===== config.mk =====
export PLATFORM = sky130hd
export DESIGN_NAME = soi_trace_monitor
export DESIGN_NICKNAME = d
export VERILOG_FILES = /design/src/rtl/soi_trace_pkg.sv /design/src/rtl/soi_trace_fifo.sv /design/src/rtl/soi_trace_monitor.sv
export SDC_FILE = /design/constraint.sdc
export NUM_CORES = 1
export LEC_CHECK = 0
export BUFFER_PORTS_ARGS = -buffer_cell sky130_fd_sc_hd__buf_2
export CAP_MARGIN = 10
export CORE_UTILIZATION = 55
export CTS_CLUSTER_SIZE = 12
export DETAILED_ROUTE_END_ITERATION = 8
export PLACE_DENSITY_LB_ADDON = 0.08
export SYNTH_ARGS = -nofsm -noshare
export SYNTH_HDL_FRONTEND = slang
export SYNTH_SLANG_ARGS = --single-unit

===== constraint.sdc =====
create_clock -name clk -period 4.55 [get_ports clk]
set_input_delay 0.455 -clock clk [delete_from_list [all_inputs] [get_ports clk]]
set_output_delay 0.455 -clock clk [all_outputs]
set_load 0.02 [all_outputs]

===== src/rtl/soi_trace_pkg.sv =====
// Shared types and default widths for the SOI trace monitor.
package soi_trace_pkg;

  localparam int unsigned SOI_WIDTH_DEF = 3;
  localparam int unsigned TS_WIDTH_DEF  = 16;
  localparam int unsigned DEPTH_DEF     = 8;
  localparam int unsigned DROP_W_DEF    = 8;

  // One trace record: overflow marker, capture timestamp, sampled SOI value.
  typedef struct packed {
    logic                    ovf;
    logic [TS_WIDTH_DEF-1:0] ts;
    logic [SOI_WIDTH_DEF-1:0] soi;
  } soi_rec_t;

endpackage


===== src/rtl/soi_trace_fifo.sv =====
// First-word-fall-through record FIFO; caller guarantees push/pop are legal.
module soi_trace_fifo
  import soi_trace_pkg::*;
#(
  parameter type         rec_t = soi_rec_t,
  parameter int unsigned DEPTH = DEPTH_DEF
) (
  input  logic                   clk,
  input  logic                   reset,
  input  logic                   push,
  input  logic                   pop,
  input  rec_t                   wdata,
  output rec_t                   rdata,
  output logic                   full,
  output logic                   empty,
  output logic [$clog2(DEPTH):0] level
);

  localparam int unsigned AW = $clog2(DEPTH);
  localparam int unsigned LW = AW + 1;

  rec_t          mem_q [DEPTH];
  rec_t          mem_d [DEPTH];
  logic [AW-1:0] wr_ptr_q, wr_ptr_d;
  logic [AW-1:0] rd_ptr_q, rd_ptr_d;
  logic [LW-1:0] count_q, count_d;

  // Next-state for storage, pointers and occupancy.
  always_comb begin
    mem_d    = mem_q;
    wr_ptr_d = wr_ptr_q;
    rd_ptr_d = rd_ptr_q;
    count_d  = count_q;
    if (push) begin
      mem_d[wr_ptr_q] = wdata;
      wr_ptr_d        = wr_ptr_q + AW'(1);
    end
    if (pop) begin
      rd_ptr_d = rd_ptr_q + AW'(1);
    end
    case ({push, pop})
      2'b10:   count_d = count_q + LW'(1);
      2'b01:   count_d = count_q - LW'(1);
      default: count_d = count_q;
    endcase
  end

  // Control state; reset discards everything buffered.
  always_ff @(posedge clk) begin
    if (reset) begin
      wr_ptr_q <= '0;
      rd_ptr_q <= '0;
      count_q  <= '0;
    end else begin
      wr_ptr_q <= wr_ptr_d;
      rd_ptr_q <= rd_ptr_d;
      count_q  <= count_d;
    end
  end

  // Storage array; contents are don't-care while the FIFO is empty.
  always_ff @(posedge clk) begin
    mem_q <= mem_d;
  end

  assign empty = (count_q == '0);
  assign full  = (count_q == LW'(DEPTH));
  assign level = count_q;
  assign rdata = empty ? '0 : mem_q[rd_ptr_q];

endmodule


===== src/rtl/soi_trace_monitor.sv =====
// Samples SOI every clock and queues a timestamped record on each change.
module soi_trace_monitor
  import soi_trace_pkg::*;
#(
  parameter int unsigned SOI_WIDTH = SOI_WIDTH_DEF,
  parameter int unsigned TS_WIDTH  = TS_WIDTH_DEF,
  parameter int unsigned DEPTH     = DEPTH_DEF,
  parameter int unsigned DROP_W    = DROP_W_DEF
) (
  input  logic                   clk,
  input  logic                   reset,
  input  logic                   enable,
  input  logic [SOI_WIDTH-1:0]   soi,
  output logic                   rec_valid,
  input  logic                   rec_ready,
  output logic [SOI_WIDTH-1:0]   rec_soi,
  output logic [TS_WIDTH-1:0]    rec_ts,
  output logic                   rec_ovf,
  output logic [$clog2(DEPTH):0] fifo_level,
  output logic [DROP_W-1:0]      drop_count
);

  typedef struct packed {
    logic                 ovf;
    logic [TS_WIDTH-1:0]  ts;
    logic [SOI_WIDTH-1:0] soi;
  } rec_t;

  logic [TS_WIDTH-1:0]  ts_q, ts_d;
  logic [SOI_WIDTH-1:0] prev_soi_q, prev_soi_d;
  logic                 armed_q, armed_d;
  logic                 ovf_pending_q, ovf_pending_d;
  logic [DROP_W-1:0]    drop_q, drop_d;

  logic event_c, pop_c, push_c;
  logic fifo_full, fifo_empty;
  rec_t wrec_c, head_rec;

  // Event detection, push/pop qualification and drop bookkeeping.
  always_comb begin
    ts_d          = ts_q + TS_WIDTH'(1);
    armed_d       = enable;
    prev_soi_d    = prev_soi_q;
    ovf_pending_d = ovf_pending_q;
    drop_d        = drop_q;
    if (enable) begin
      prev_soi_d = soi;
    end
    event_c    = enable && (!armed_q || (soi != prev_soi_q));
    pop_c      = !fifo_empty && rec_ready;
    push_c     = event_c && (!fifo_full || pop_c);
    wrec_c.ovf = ovf_pending_q;
    wrec_c.ts  = ts_q;
    wrec_c.soi = soi;
    if (push_c) begin
      ovf_pending_d = 1'b0;
    end else if (event_c) begin
      ovf_pending_d = 1'b1;
      if (drop_q != '1) begin
        drop_d = drop_q + DROP_W'(1);
      end
    end
  end

  // Timestamp, change-tracking and drop state.
  always_ff @(posedge clk) begin
    if (reset) begin
      ts_q          <= '0;
      prev_soi_q    <= '0;
      armed_q       <= 1'b0;
      ovf_pending_q <= 1'b0;
      drop_q        <= '0;
    end else begin
      ts_q          <= ts_d;
      prev_soi_q    <= prev_soi_d;
      armed_q       <= armed_d;
      ovf_pending_q <= ovf_pending_d;
      drop_q        <= drop_d;
    end
  end

  soi_trace_fifo #(
    .rec_t (rec_t),
    .DEPTH (DEPTH)
  ) u_fifo (
    .clk   (clk),
    .reset (reset),
    .push  (push_c),
    .pop   (pop_c),
    .wdata (wrec_c),
    .rdata (head_rec),
    .full  (fifo_full),
    .empty (fifo_empty),
    .level (fifo_level)
  );

  assign rec_valid  = !fifo_empty;
  assign rec_soi    = head_rec.soi;
  assign rec_ts     = head_rec.ts;
  assign rec_ovf    = head_rec.ovf;
  assign drop_count = drop_q;

endmodule

== Yosys cells after proc, flatten, opt, wreduce, memory -nomap -nowiden ==
Index checks and enable logic that the tools add are counted.

* Magnitude comparators: 3
* Add/subtract/negate cells: 6
* Reduce and logical (&&, ||, !) cells: 13
* Eq/ne operators: 5
* Bitwise logic cells: 3
* Multiplexer cells: 8

{| class="wikitable"
|+ Operator list
! kind !! count
|-
| bitwise mux 160 bit || 1
|-
| two-way mux 20 bit || 4
|-
| binary-select mux 20 bit (select 3 bit) || 1
|-
| demux 20 bit (select 3 bit) || 1
|-
| adder 16 x 1 -> 16 bit, second input constant || 1
|-
| adder 8 x 1 -> 8 bit, second input constant || 1
|-
| >= comparator 4 bit, second input constant || 2
|-
| != test 8 bit, second input constant || 1
|-
| inverter 3 -> 4 bit || 2
|-
| one-hot mux 4 bit (2 select lines) || 1
|-
| adder 3 x 1 -> 3 bit, second input constant || 2
|-
| adder 4 x 1 -> 4 bit, second input constant || 1
|-
| equality test 4 bit, second input constant || 1
|-
| logical AND 1 bit || 4
|-
| zero test 4 bit || 1
|-
| < comparator 4 x 1 -> 1 bit, second input constant || 1
|-
| subtractor 4 x 1 -> 4 bit, second input constant || 1
|-
| zero test 1 bit || 3
|-
| != test 3 bit || 1
|-
| AND reduction 3 bit || 1
|-
| equality test 2 x 1 -> 1 bit, second input constant || 1
|-
| equality test 2 bit, second input constant || 1
|-
| logical OR 1 bit || 2
|-
| nonzero test 2 bit || 1
|-
| 2 further kinds || 2
|}

* Word-level logic and storage cells: 70
* Flip-flop bits (word level): 199
* Output and inout port bits: 33
* Input bits: 7

== Longest topological paths before layout ==
* Depth after elaboration: 7
* Depth in mapped cells: 12
* Gate-level depth less buffers: 10

== Hierarchy ==
A second synthesis with hierarchy kept.

* Cells, all modules: 474
* Area, all modules: 8035.2 um2

{| class="wikitable"
|+ By module, submodules not included
! module !! area an instance (um2) !! seq. area each (um2) !! cells an instance !! times used
|-
| soi_trace_fifo || 6673.9 || 5004.8 || 322 || 1
|-
| soi_trace_monitor || 1361.3 || 580.6 || 152 || 1
|}

== Worst setup path after synthesis ==
OpenSTA, ideal clock, no wires.

* Kind: input -> register
* Start: input port enable
* End: register u_fifo.mem_q[140] (netlist bit) (enable)
* Buffers on the path: 1
* Stages: 4
* Library setup time: 0.448 ns
* Required time: 4.102 ns
* Arrival: 3.126 ns
* Path slack: 0.976 ns
* Cell sequence: clkbuf_1 o41a_1 nand2_1 nor4_1

* Word-level cells in the longest chain between the ends: 2

{| class="wikitable"
|+ Ends and longest elaborated chain
! item !! line !! RTL
|-
| start, declared || soi_trace_monitor.sv:12 || <nowiki>input logic enable,</nowiki>
|-
| logical AND 1 bit || soi_trace_monitor.sv:49 || <nowiki>event_c = enable && (!armed_q || (soi != prev_soi_q));</nowiki>
|-
| logical AND 1 bit || soi_trace_monitor.sv:51 || <nowiki>push_c = event_c && (!fifo_full || pop_c);</nowiki>
|-
| end signal, assigned || soi_trace_fifo.sv:63 || <nowiki>mem_q <= mem_d;</nowiki>
|-
| end, declared || soi_trace_fifo.sv:22 || <nowiki>rec_t mem_q [DEPTH];</nowiki>
|}

Every way passes these cells.
A chain may end at the register's enable or synchronous reset.

== Worst setup path after layout ==
* Start: register u_fifo.rd_ptr_q[0]
* End: output port rec_ts[6]

* Word-level cells in the longest chain between the ends: 5

{| class="wikitable"
|+ Ends and longest elaborated chain
! item !! line !! RTL
|-
| start, declared || soi_trace_fifo.sv:25 || <nowiki>logic [AW-1:0] rd_ptr_q, rd_ptr_d;</nowiki>
|-
| start signal, assigned || soi_trace_fifo.sv:56 || <nowiki>rd_ptr_q <= rd_ptr_d;</nowiki>
|-
| inverter 3 -> 4 bit (implied by the code) || soi_trace_fifo.sv:69 || <nowiki>assign rdata = empty ? '0 : mem_q[rd_ptr_q];</nowiki>
|-
| binary-select mux 20 bit (select 3 bit) || soi_trace_fifo.sv:69 ||
|-
| two-way mux 20 bit (implied by the code) (2 in a row) || soi_trace_fifo.sv:69 ||
|-
| two-way mux 20 bit || soi_trace_fifo.sv:69 ||
|-
| end, declared || soi_trace_monitor.sv:17 || <nowiki>output logic [TS_WIDTH-1:0] rec_ts,</nowiki>
|}

Every way passes these cells. The select of a mux whose other input is x is not followed.

==> key figures <==
Outcome
  • Status: complete, no violations

Timing
  • Final Hold Viols: 0
  • Maximum clock rate: around 350 MHz
  • RSZ-0062 raised after global routing: false
  • Fin crit share: 63.24%
  • Endpoints failing setup: 0
  • Max-slew violations: 0
  • Rel. slew slack: 24.47%
  • Min Hold Slack: 324.4 ps
  • Setup TNS: 0 ps
  • Skew final: 9.553 ps
  • Tightest Pin Transition: around 1100 ps
  • Min cycle time layout: ~2900 ps

Run
  • Maxcap violations: 0

GRT
  • First-pass GRT wire length: about 22000 um
  • Vias in the first global route: 4019
  • Maximum number of pins on one net before global-route repair: 45
  • Initial antenna violation count: 0
  • Gr usage total: 21.00%
  • Total gr overflow: 0

Floorplan
  • Initial Util: 57.15%
  • Row cnt: 43
  • Io pins: 40
  • Die H: 122.8 um
  • Die width: around 120 um
  • Die ar.: 0.01508 mm2
  • Core Region: 0.01404 mm2

Routing
  • First-pass DRT Iterations: 4
  • Routed wire length: 14360 um
  • Residual DRC count: 0
  • Drt wl/cell: around 20 um
  • Via Count: 4175
  • Initial DRC Count: 228
  • DRT antenna net count: 0
  • Vias per cell: 5.856

Finish
  • Most frequent cells in the layout: edfxtp_1, nor2_1, mux4_2
  • Most common library cell in the layout ignoring fill and taps: edfxtp_1
  • Total Nets Final: 534
  • Final std cells w/o fill: about 700
  • Antenna diodes: 0
  • Area growth, synth to finish: 12.52%
  • Fin util: 64.31%
  • Ratio of cells with drive above 1 in the final layout: 25.52%

Clock network
  • Num CTS Buffers: 17
  • H-tree depth: 4
  • CTS tree: yes
  • CTS resizes: 0
  • Hold buffer count at CTS: 0
  • Clock transition at path regs: 60 ps
  • Max clock buf depth: 2
  • Clock Tree Root: clkbuf_16
  • Clk sinks: 199
  • Postcts setup bufs: 0
  • Worst skew pair latency: ~430 ps

Critical path
  • WP data arrival: ~2400 ps
  • Crit-path max FO: 27
  • Worst setup path class: register to primary output
  • Worst EP required: 4090 ps
  • FF-to-FF End: u_fifo.level[2]
  • Critical path startpoint category: register
  • Critical path buffers and inverters: 2
  • CP delay by family, top: flip-flops
  • Crit-path max cell delay: 720 ps
  • Setup slack, reg-to-reg: about 1800 ps
  • CP cell instances: buf_12 > mux4_2 > mux2i_1 > nor2_1 > buf_2
  • Reg2reg path depth: 11
  • RR Startpoint: u_fifo.level[0]
  • Slowest stage cell on the critical path: dfxtp_2
  • Setup crit end kind: primary output

Synth
  • Number of synthesized flops with an enable pin: 160
  • Compound-Gate Fraction of Synth Area: 3.181%
  • #FFs+latches synth: around 200
  • Synthesized area: between 0.008 and 0.009 mm2
  • Simple-Gate Fraction of Synth Area: 7.546%
  • Yosys cell types: 48
  • Synth Area per Inst: about 17 um2
  • Fraction of registers with async set/reset: 0%
  • Cell count after synthesis: 475
  • Yosys Warn Count: 0
  • Adder-Cell Fraction of Synth Area: around 1.1%
  • Synthesized Nets: 489
  • Most used DFF post-synth: edfxtp_1
  • Sequential element share of the synthesized area: a little over two thirds
  • Largest family of logic cells by synthesized area: multiplexers
  • Multiplexer area fraction after synthesis: 14.90%
  • Xor and xnor area share after synthesis: approximately 2%

Worst hold path
  • Hold Path Depth: 1
  • Worst Min Path Start: soi[1]
  • WHS Endpoint: u_fifo.mem_q[141]
  • Worst Hold Class: primary input to register

Power and ir drop
  • Leakage: 0.003031 uW
  • Worst IR Drop VDD: 0.4109 mV
  • Design Power: 4468 uW
  • Power per cell area: 494.8 mW/mm2

Place
  • Inst Count DP: 681
  • Detailed Place HPWL: 8235 um
  • PortBufs: 39
  • Final RePlAce weighted congestion: 0.6873
[stage by stage]
step	area (um2)	worst slack, ps
final	9030	1673
after detailed placement	8464	1562
after CTS	9030	1592
after global placement	8464	1612
after floorplan	8025	976.1
after global routing	9030	1489
[report_power, final]
part	total, uW	internal (uW)	switching [uW]
Clock	1420	807	616
Sequential	2140	2030	107
Combinational	907	390	517
[sequential cells by signal, indices dropped and copies added, names as in the netlist]
signal / cells
drop_count: 8
prev_soi_q: 3
ts_q: 16
u_fifo.rd_ptr_q: 3
ovf_pending_q: 1
u_fifo.level: 4
u_fifo.mem_q: 160
armed_q: 1
u_fifo.wr_ptr_q: 3
[worst max path at each step]
| stage | depth (start not counted) | from | slack, ps | to |
|---|---|---|---|---|
| 3_3_place_gp | 11 | soi[1] | 1610 | u_fifo.level[2] |
| 4_1_cts | 5 | u_fifo.rd_ptr_q[0] | 1590 | rec_ts[6] |
| 6_report | 5 | u_fifo.rd_ptr_q[0] | 1670 | rec_ts[6] |
| 2_1_floorplan | 4 | enable | 980 | u_fifo.mem_q[140] |
| 5_1_grt | 5 | u_fifo.rd_ptr_q[0] | 1490 | rec_ts[6] |
| 3_5_place_dp | 11 | soi[1] | 1560 | u_fifo.level[2] |
[layout make-up]
class	count	area, um2
flip-flops and latches	199	5588
fillers	1007	5012
multi-input cells	247	2342
clock buffers	20	436.7
repair buffers	50	290.3
well taps	180	225.2
clock inverters	12	128.9
inverters	5	18.77
[synth_stat cells (9+ instances only)]
master    instances  area share (%)
edfxtp_1        160              60
nor2_1           48             2.2
mux4_2           40              11
dfxtp_1          39             9.7
mux2i_1          25             3.1
a21oi_1          14            0.87
xor2_1           13             1.4
nand3_1          11            0.69
nand2_1          10            0.47
buf_1             9            0.42
[kinds of logic after synthesis]
family	count (synthesis)
xor gates and xnor gates	18
and+or+nand+nor	118
muxes	69
adders and majority gates	7
buffers and inverters	29
AOI/OAI and AO/OA	35
DFF	199
[per-layer routing]
layer | up-vias | GRT usage (%) | part of all wire [%]
li1 | 1949 | - | -
met1 | 2135 | 27.92 | 45
met2 | 81 | 34.02 | 50
met3 | 10 | 5.669 | 4.5
met4 | 0 | 6.326 | 0.94
met5 | - | 0 | 0
Note: power is estimated with default switching activity, not from simulation.
